==> src/rtl/wb_pkg.sv <==
// wb_pkg: shared constants and types for the write-back queue.
//   REG_ZERO   : architectural zero register, writes to it are dropped
//   WB_DW/WB_AW: default data / register-address widths
//   wb_entry_t : one queued register-file write {addr, data}
package wb_pkg;

   localparam int unsigned WB_DW = 32;
   localparam int unsigned WB_AW = 5;

   localparam logic [4:0] REG_ZERO = 5'd0;

   typedef struct packed {
      logic [WB_AW-1:0] addr;
      logic [WB_DW-1:0] data;
   } wb_entry_t;

endpackage

==> src/rtl/wb_lookup.sv <==
// wb_lookup: youngest-match search over the write-back queue storage.
//   i_addr/i_data : physical entry array
//   i_valid       : per-slot occupancy mask
//   i_head        : slot index of the oldest entry
//   i_qaddr       : register being looked up
//   o_hit_c       : some queued entry targets i_qaddr (never for $0)
//   o_data_c      : data of the youngest such entry, 0 when no hit
module wb_lookup
   import wb_pkg::*;
#(
   parameter int unsigned DEPTH = 4,
   parameter int unsigned DW    = WB_DW,
   parameter int unsigned AW    = WB_AW
) (
   input  logic [AW-1:0]            i_addr [DEPTH],
   input  logic [DW-1:0]            i_data [DEPTH],
   input  logic [DEPTH-1:0]         i_valid,
   input  logic [$clog2(DEPTH)-1:0] i_head,
   input  logic [AW-1:0]            i_qaddr,
   output logic                     o_hit_c,
   output logic [DW-1:0]            o_data_c
);

   localparam int unsigned PW = $clog2(DEPTH);
   localparam logic [AW-1:0] ADDR_ZERO = AW'(REG_ZERO);

   // Walk oldest to youngest so the last match seen is the youngest.
   always_comb begin
      o_hit_c  = 1'b0;
      o_data_c = '0;
      for (int k = 0; k < int'(DEPTH); k++) begin
         if (i_valid[i_head + PW'(k)] &&
             (i_addr[i_head + PW'(k)] == i_qaddr) &&
             (i_qaddr != ADDR_ZERO)) begin
            o_hit_c  = 1'b1;
            o_data_c = i_data[i_head + PW'(k)];
         end
      end
   end

endmodule

==> src/rtl/wb_write_queue.sv <==
// wb_write_queue: merges ALU (port 0) and load (port 1) results into the
// single register-file write port through an in-order FIFO.
//   clk, rst            : clock, asynchronous active-high reset
//   in0_*/in1_*         : valid/addr/data producers with ready backpressure
//   rf_we/waddr/wdata   : register-file write port, head of the queue
//   qa_*/qb_*           : pending-write lookups (active with WB_BYPASS_EN)
//   empty               : nothing queued
// Build option: define WB_BYPASS_EN to synthesise the pending-write lookup;
// otherwise the lookup outputs are tied to zero.
module wb_write_queue
   import wb_pkg::*;
#(
   parameter int unsigned DEPTH = 4,
   parameter int unsigned DW    = WB_DW,
   parameter int unsigned AW    = WB_AW
) (
   input  logic          clk,
   input  logic          rst,
   input  logic          in0_valid,
   input  logic [AW-1:0] in0_addr,
   input  logic [DW-1:0] in0_data,
   output logic          in0_ready,
   input  logic          in1_valid,
   input  logic [AW-1:0] in1_addr,
   input  logic [DW-1:0] in1_data,
   output logic          in1_ready,
   output logic          rf_we,
   output logic [AW-1:0] rf_waddr,
   output logic [DW-1:0] rf_wdata,
   input  logic [AW-1:0] qa_addr,
   input  logic [AW-1:0] qb_addr,
   output logic          qa_hit,
   output logic          qb_hit,
   output logic [DW-1:0] qa_data,
   output logic [DW-1:0] qb_data,
   output logic          empty
);

   localparam int unsigned PW = $clog2(DEPTH);
   localparam int unsigned CW = PW + 1;
   localparam logic [CW-1:0] LVL_ONE_FREE = CW'(DEPTH - 1);
   localparam logic [CW-1:0] LVL_TWO_FREE = CW'(DEPTH - 2);
   localparam logic [AW-1:0] ADDR_ZERO    = AW'(REG_ZERO);

   logic [AW-1:0] r_addr [DEPTH];
   logic [DW-1:0] r_data [DEPTH];
   logic [PW-1:0] r_wr_ptr;
   logic [PW-1:0] r_rd_ptr;
   logic [CW-1:0] r_count;

   logic          w_in0_ready;
   logic          w_in1_ready;
   logic          w_push0;
   logic          w_push1;
   logic          w_pop;
   logic [PW-1:0] w_slot1;

   // Readiness looks only at the registered count; this cycle's pop is ignored.
   assign w_in0_ready = (r_count <= LVL_ONE_FREE);
   assign w_in1_ready = (in0_valid && w_in0_ready) ? (r_count <= LVL_TWO_FREE)
                                                   : (r_count <= LVL_ONE_FREE);

   // $0 writes complete the handshake but never occupy a slot.
   assign w_push0 = in0_valid && w_in0_ready && (in0_addr != ADDR_ZERO);
   assign w_push1 = in1_valid && w_in1_ready && (in1_addr != ADDR_ZERO);
   assign w_pop   = (r_count != '0);

   // Port 1 lands behind port 0 when both store in the same cycle.
   assign w_slot1 = w_push0 ? (r_wr_ptr + PW'(1)) : r_wr_ptr;

   // Pointer and occupancy state.
   always_ff @(posedge clk or posedge rst) begin
      if (rst) begin
         r_wr_ptr <= '0;
         r_rd_ptr <= '0;
         r_count  <= '0;
      end else begin
         r_wr_ptr <= r_wr_ptr + PW'(w_push0) + PW'(w_push1);
         r_rd_ptr <= r_rd_ptr + PW'(w_pop);
         r_count  <= r_count + CW'(w_push0) + CW'(w_push1) - CW'(w_pop);
      end
   end

   // Entry storage, deliberately left uninitialised by reset.
   always_ff @(posedge clk) begin
      if (w_push0) begin
         r_addr[r_wr_ptr] <= in0_addr;
         r_data[r_wr_ptr] <= in0_data;
      end
      if (w_push1) begin
         r_addr[w_slot1] <= in1_addr;
         r_data[w_slot1] <= in1_data;
      end
   end

   assign in0_ready = w_in0_ready;
   assign in1_ready = w_in1_ready;
   assign rf_we     = w_pop;
   assign rf_waddr  = r_addr[r_rd_ptr];
   assign rf_wdata  = r_data[r_rd_ptr];
   assign empty     = !w_pop;

`ifdef WB_BYPASS_EN
   logic [DEPTH-1:0] w_valid;

   // A slot is live when its distance from the head is below the count.
   always_comb begin
      w_valid = '0;
      for (int i = 0; i < int'(DEPTH); i++) begin
         w_valid[i] = ({1'b0, PW'(PW'(i) - r_rd_ptr)} < r_count);
      end
   end

   wb_lookup #(.DEPTH(DEPTH), .DW(DW), .AW(AW)) u_lookup_a (
      .i_addr   (r_addr),
      .i_data   (r_data),
      .i_valid  (w_valid),
      .i_head   (r_rd_ptr),
      .i_qaddr  (qa_addr),
      .o_hit_c  (qa_hit),
      .o_data_c (qa_data)
   );

   wb_lookup #(.DEPTH(DEPTH), .DW(DW), .AW(AW)) u_lookup_b (
      .i_addr   (r_addr),
      .i_data   (r_data),
      .i_valid  (w_valid),
      .i_head   (r_rd_ptr),
      .i_qaddr  (qb_addr),
      .o_hit_c  (qb_hit),
      .o_data_c (qb_data)
   );
`else
   logic w_unused;

   assign w_unused = ^{qa_addr, qb_addr};
   assign qa_hit   = 1'b0;
   assign qb_hit   = 1'b0;
   assign qa_data  = '0;
   assign qb_data  = '0;
`endif

endmodule

==> config.mk <==
export PLATFORM = sky130hd
export DESIGN_NAME = wb_write_queue
export DESIGN_NICKNAME = d
export VERILOG_FILES = /design/src/rtl/wb_pkg.sv /design/src/rtl/wb_lookup.sv /design/src/rtl/wb_write_queue.sv
export SDC_FILE = /design/constraint.sdc
export NUM_CORES = 1
export LEC_CHECK = 0
export ABC_AREA = 0
export BUFFER_PORTS_ARGS = -buffer_cell sky130_fd_sc_hd__buf_4
export CAP_MARGIN = 15
export CORE_UTILIZATION = 45
export DETAILED_ROUTE_END_ITERATION = 7
export PLACE_DENSITY = 0.71
export SETUP_SLACK_MARGIN = 0.3
export SLEW_MARGIN = 20
export SYNTH_ARGS = -nofsm -noshare
export SYNTH_HDL_FRONTEND = slang
export SYNTH_SLANG_ARGS = --single-unit
==> constraint.sdc <==
create_clock -name clk -period 3.3 [get_ports clk]
set_input_delay 0.165 -clock clk [delete_from_list [all_inputs] [get_ports clk]]
set_output_delay 0.165 -clock clk [all_outputs]
set_load 0.02 [all_outputs]
==> summary.txt, run 1 <==
CTS
  – Clock Path Buffers: 2
  – CTS Root Cell: clkbuf_16
  – CTS tree: built
  – CTS Sinks: 155
  – H-tree depth: 4
  – Worst skew pair latency: roughly 0.42 ns
  – Worst-path clk slew: about 0.070 ns
  – CTS Buf Count: 17

STA
  – Final period util: between 80% and 90%
  – Peak Freq: about 0.36 GHz
  – Tmin final: 2.78 ns
  – Relative slew slack: between 50% and 60%
  – Post-Route Setup TNS: 0 ns
  – Final Skew: 0.0118 ns
  – Unrepaired setup endpoints after global routing: no
  – Final setup viols: 0
  – Slew Viols, Final: 0
  – Final hold violation count: 0
  – Slew @ Worst Pin: between 0.7 and 0.8 ns

Place
  – Number of I/O port buffers: 118
  – Routability cong.: 0.737
  – Area after DPL: between 9000 and 10000 um2
  – Final HPWL DP: approximately 11 mm

Die
  – DIE HEIGHT: between 100 and 150 um
  – Die area: between 15000 and 20000 um2
  – Initial core utilization: approximately 46%
  – Site Rows: 50
  – Core ar.: 18700 um2
  – Die X: roughly 140 um
  – IO Count: approximately 200

Setup path
  – Worst setup SP type: register
  – Critical Path End Type: register
  – CP max stage delay: between 0.4 and 0.5 ns
  – Critical path arrival: 2.95 ns
  – CP Data Required Time: approximately 3.5 ns
  – FF-to-FF setup slack: just over 0.5 ns
  – Cell breakdown of the critical path: inv_1 -> ha_1 -> nand2_1 -> o221ai_4 -> inv_2 -> and3_1 -> o21ai_4 -> buf_4 -> mux2_2
  – Critical path peak fanout: 11
  – Setup CP Type: reg2reg
  – CP max-delay cell: dfrtp_1

Logic synthesis
  – Seq/Total Area, Yosys: 53.8%
  – Syn_area_per_cell: around 17 um2
  – Synthesized flop and latch total: between 150 and 200
  – Post-Synthesis Cell Area: 8580 um2
  – Synthesized instance count: between 400 and 500
  – Yosys cell types: 35
  – Syn. warnings: 0

Routing
  – DR iter-0 viols: between 200 and 300
  – DR vias: between 4000 and 5000
  – Routed Antenna Nets: 0
  – Routed length per instance: between 15 and 20 um
  – Routed vias/inst: 5.20
  – Drt first pass iters: 6
  – DRC Markers: 0
  – Detailed Route WL: ~17 mm

Layout
  – Diodes inserted: 0
  – Final instance area: between 10000 and 15000 um2
  – Share of cells above drive strength 1: between 50% and 60%
  – # nets final: slightly above 700
  – Commonest non-fill, non-tap cell in the layout: edfxtp_1
  – Commonest non-fill, non-tap cells in the layout: edfxtp_1, buf_4, mux2_4, mux2_2, conb_1
  – Layout area overhead: 18.8%

Run
  – Maxcap violations: 0

Power
  – PwrDens: around 830 nW/um2
  – Static Leak: 4.14 nW
  – VDD IR-drop max: between 0.4 and 0.5 mV
  – Final Total Pwr: around 8.5 mW

Global route
  – Grt ovf: 0
  – Vias in the first global route: around 4700
  – First-pass GRT wire length: about 26 mm
  – All-Layer GR Usage: 18.4%
  – Initial antenna violation count: 0
  – Largest net degree at the start of global routing: 29

Status
  – Status: finished clean

Worst hold path
  – Hold WC Path Type: in2reg
through the flow:
step           hold slack, ns  util [%]  setup slack [ns]  cells
3_5_place_dp            0.126      51.2             0.300    838
6_report               0.0656      54.5             0.516    872
5_1_grt                0.0535      54.5             0.311    872
3_3_place_gp            0.120      51.2             0.339    838
2_1_floorplan         -0.0316         -             0.471    556
4_1_cts                0.0506      54.4             0.301    871
path summary, 6_finish.rpt:
| check | startpoint | to | cells past startpoint |
|---|---|---|---|
| max | r_count[2]$_DFF_PP0_ | r_data[3][24]$_DFFE_PP_ | 9 |
| min | in0_data[25] | r_data[0][25]$_DFFE_PP_ | 2 |
| max reg2reg | r_count[2]$_DFF_PP0_ | r_data[3][24]$_DFFE_PP_ | 9 |
| min reg2reg | r_wr_ptr[1]$_DFF_PP0_ | r_wr_ptr[1]$_DFF_PP0_ | 1 |
| max in group asynchronous | rst | r_rd_ptr[1]$_DFF_PP0_ | 3 |
| min in group asynchronous | rst | r_wr_ptr[0]$_DFF_PP0_ | 3 |
where the power goes:
| part | leakage (nW) | total [mW] | internal (mW) | switching (mW) |
|---|---|---|---|---|
| Combinational | 2.43 | 3.46 | 1.66 | 1.81 |
| Sequential | 1.43 | 3.06 | 2.78 | 0.277 |
| Clock | 0.287 | 1.97 | 1.19 | 0.780 |
| Total | 4.14 | 8.49 | 5.63 | 2.86 |
synth_stat cells (all sizes together):
master / instances / share of area [%]
inv: 12 / 0.52
nor3: 6 / 0.58
fa: 3 / 0.70
o21ai: 5 / 0.34
nand2b: 1 / 0.073
or4: 2 / 0.22
xnor2: 1 / 0.10
a21oi: 1 / 0.058
buf: 87 / 8.1
mux2: 148 / 23
clkbuf: 4 / 0.17
nand3: 1 / 0.058
xor2: 2 / 0.20
a2111oi: 1 / 0.17
ha: 8 / 1.2
and3: 2 / 0.15
a31oi: 1 / 0.073
conb: 1 / 0.044
o221ai: 1 / 0.31
a211oi: 1 / 0.088
edfxtp: 148 / 52
dfrtp: 7 / 2.0
nand2: 9 / 0.39
mux4: 37 / 9.7
nor2b: 2 / 0.15
logic make-up after synthesis:
kind of cell,count (synthesis),share of synthesized area (%)
muxes,185,32.5
adders and majority gates,11,1.87
buffers and inverters,103,8.82
AOI/OAI and AO/OA,10,1.04
DFF,155,53.8
other,1,0.0437
and+or+nand+nor,23,1.62
xor gates and xnor gates,3,0.306
area by class of cell:
type,count,area [um2]
clock inverters,15,171
flip-flops and latches,155,4620
repair buffers,141,1140
fillers,1519,8510
inverters,12,45.0
clock buffers,17,425
multi-input cells,298,3500
well taps,234,293
routing by layer:
metal	GRT usage (%)	wire length (um)
met5	0	0
met4	5.61	199
met3	4.21	919
met2	31.4	8990
met1	23.3	7270
worst max-delay path, delay by kind of cell, from the launching register on:
kind / cells / cell delay [ns]
buffers and inverters: 3 / 0.61
AO/OA/AOI/OAI: 2 / 0.57
flip-flops: 1 / 0.43
multiplexers: 1 / 0.37
AND/OR/NAND/NOR: 2 / 0.35
adder cells (fa/ha/maj): 1 / 0.18
sequential cells by signal, indices dropped and copies added (netlist names):
name and cells:
r_addr 20, r_data 128, r_wr_ptr 2, r_count 3
r_rd_ptr 2
timing repair:
action	4_1_cts	5_1_grt
hold buffers	1	0
pin swaps	1	1
gates resized for setup	0	0
endpoints found under the hold margin	7	0
setup endpoints to repair	40	53
setup buffers	0	1
Note: power is estimated with default switching activity, not from simulation.
==> run 2: changes to the inputs <==
clock period = 2.5 ns   (was 3.3 ns; I/O delays follow)
==> run 2 against run 1 <==
Clock power rose by 25%. First-iteration DRC count fell by 27%. Sequential power rose by 30%. Critical path depth rose by 2. Power rose by 41%. Clock skew fell by 0.0011 ns. Clock-buffer cell count rose by 2. Sequential cell count did not move. Global-route usage rose by 1.3 points. Setup slack got worse by 0.34 ns. Die area did not move. Critical endpoint is now r_data[0][21]$_DFFE_PP_. Largest cell class unchanged.
==> summary.txt, run 2 (synthesized netlist as in run 1, its figures left out) <==
Global route
  – All-Layer GR Usage: 19.7% (+1.3 points)
  – Grt ovf: 0 (unchanged)
  – Busiest layer in global routing: met2
  – Initial antenna violation count: 0 (unchanged)
  – M3 GR Usage: 5.57% (+1.4 points)
  – Vias in the first global route: 4953 (+4.8%)
  – Met1 usage: 23.4% (+0.12 points)
  – Largest net degree at the start of global routing: 38 (+31%)
  – Met2 usage: 33.9% (+2.5 points)
  – First-pass GRT wire length: 28.0 mm (+6.4%)

STA
  – Post-Route Setup TNS: 0 ns (unchanged)
  – Unrepaired setup endpoints after global routing: yes
  – Final Skew: 0.0107 ns (-0.00110 ns)
  – Slew Viols, Final: 0 (unchanged)
  – Final setup viols: 0 (unchanged)
  – Relative slew slack: 61.8% (+9.8 points)
  – Tmin final: 2.33 ns (-0.456 ns)
  – Peak Freq: 0.430 GHz (+20%)
  – Final period util: 93.1% (+8.7 points)
  – Final hold violation count: 0 (unchanged)
  – Slew @ Worst Pin: 0.570 ns (-0.149 ns)
  – Setup ws final: 0.172 ns (-0.344 ns)

Setup path
  – CP Data Required Time: 2.67 ns (-0.79 ns)
  – Setup CP Type: reg2reg
  – Critical path's top delay family: buffers and inverters
  – CP max-delay cell: dfrtp_2
  – FF-to-FF setup slack: 0.17 ns (-0.34 ns)
  – Worst setup SP type: register
  – Critical Path End Type: register
  – Critical path arrival: 2.50 ns (-0.45 ns)
  – CP max stage delay: 0.44 ns (about the same)
  – Top cell by count, worst path: buf_12
  – Cell breakdown of the critical path: inv_2 -> ha_4 -> nand2b_4 -> a21oi_2 -> a2111oi_4 -> buf_12 -> o21ai_4 -> buf_12 -> buf_12 -> buf_12 -> mux2_4
  – Critical path peak fanout: 8 (-3)
  – Crit path buf inv count: 5 (+2)

Run
  – Maxcap violations: 0 (unchanged)

Power
  – Final Total Pwr: 12.0 mW (+41%)
  – PwrDens: 1090 nW/um2 (+31%)
  – Static Leak: 4.53 nW (+9.4%)
  – VDD IR-drop max: 0.717 mV (+62%)

Die
  – Die X: 140 um (unchanged)
  – Die area: 19600 um2 (unchanged)
  – Core ar.: 18700 um2 (unchanged)
  – DIE HEIGHT: 140 um (unchanged)
  – Site Rows: 50 (unchanged)
  – IO Count: 195 (unchanged)
  – Initial core utilization: 45.9% (unchanged)

Layout
  – Commonest non-fill, non-tap cells in the layout: edfxtp_1, buf_4, mux2_4, mux2_2, conb_1
  – # nets final: 764 (+5.5%)
  – Commonest non-fill, non-tap cell in the layout: edfxtp_1
  – Layout area overhead: 28.4%
  – Share of cells above drive strength 1: 63.9% (+5.2 points)
  – Top flop regs: r_data (128), r_addr (20), r_count (3)
  – Post-Route Utilization: 58.9% (+4.4 points)
  – Max reg flops: 128 (unchanged)
  – Diodes inserted: 0 (unchanged)
  – Final instance area: 11000 um2 (+8.1%)
  – Fillers: 1390 (-8.5%)
  – Reg with most FFs: r_data

Status
  – Status: finished clean

CTS
  – CTS Root Cell: clkbuf_16
  – CTS Sinks: 155 (unchanged)
  – Worst-path clk slew: 0.06 ns (about the same)
  – CTS tree: built
  – Clock Path Buffers: 2 (unchanged)
  – CTS Buf Count: 17 (unchanged)
  – Worst skew pair latency: 0.42 ns (about the same)
  – H-tree depth: 4 (unchanged)

Routing
  – DRC Markers: 0 (unchanged)
  – DR iter-0 viols: 217 (-27%)
  – Drt first pass iters: 4 (-2)
  – Routed length per instance: 22.2 um (+11%)
  – Routed Antenna Nets: 0 (unchanged)
  – Routed vias/inst: 5.26 (+1.1%)
  – DR vias: 4793 (+5.7%)
  – Detailed Route WL: 20.3 mm (+17%)

Place
  – Area after DPL: 9720 um2 (+1.5%)
  – Final HPWL DP: 11.0 mm (-3.9%)
  – Number of I/O port buffers: 118 (unchanged)
  – Dpl ws: -0.115 ns (-0.414 ns)
  – Routability cong.: 0.778 (+5.6%)

Worst hold path
  – Hold WC Path Type: in2reg
[run 2: stage by stage]
| step | hold slack, ns | cells |
|---|---|---|
| 2_1_floorplan | -0.0717 | 556 |
| 3_3_place_gp | 0.0793 | 837 |
| 3_5_place_dp | 0.0930 | 837 |
| 4_1_cts | 0.00255 | 883 |
| 5_1_grt | 0.00680 | 912 |
| 6_report | 0.0223 | 912 |
[run 2: per-layer routing]
| metal | vias to the layer above | part of all wire [%] |
|---|---|---|
| li1 | 2148 | - |
| met1 | 2441 | 40 |
| met2 | 178 | 52 |
| met3 | 26 | 6.5 |
| met4 | 0 | 1.8 |
| met5 | - | 0 |
[run 2: what timing repair did]
item,in CTS,in global routing
pin swaps,6,3
endpoints found under the setup margin,313,279
hold buffers,1,0
setup buffers,9,15
gates cloned,4,14
resized for setup,16,22
endpoints found under the hold margin,7,0
[run 2: worst paths after layout]
check | startpoint | end | cells after the start
min in group asynchronous | rst | r_rd_ptr[1]$_DFF_PP0_ | 3
setup / recovery | r_count[1]$_DFF_PP0_ | r_data[0][21]$_DFFE_PP_ | 11
setup reg to reg | r_count[1]$_DFF_PP0_ | r_data[0][21]$_DFFE_PP_ | 11
hold reg to reg | r_rd_ptr[0]$_DFF_PP0_ | r_rd_ptr[0]$_DFF_PP0_ | 1
max in group asynchronous | rst | r_wr_ptr[1]$_DFF_PP0_ | 3
hold / removal | in0_data[10] | r_data[3][10]$_DFFE_PP_ | 2
[run 2: area by class of cell]
type	count	area, um2	share of cell area, %
multi-input combinational	310	3870	35.1
tap	234	293	2.66
timing repair buffer	169	1620	14.7
inverter	12	47.5	0.431
sequential	155	4630	42.0
clock buffer	19	433	3.93
clock inverter	13	125	1.14
[run 2: report_power, final]
part           switching, mW  leakage (nW)  internal [mW]
combinational           2.88          2.83           2.66
clock                   1.02         0.270           1.46
sequential             0.304          1.43           3.69
total                   4.20          4.53           7.80
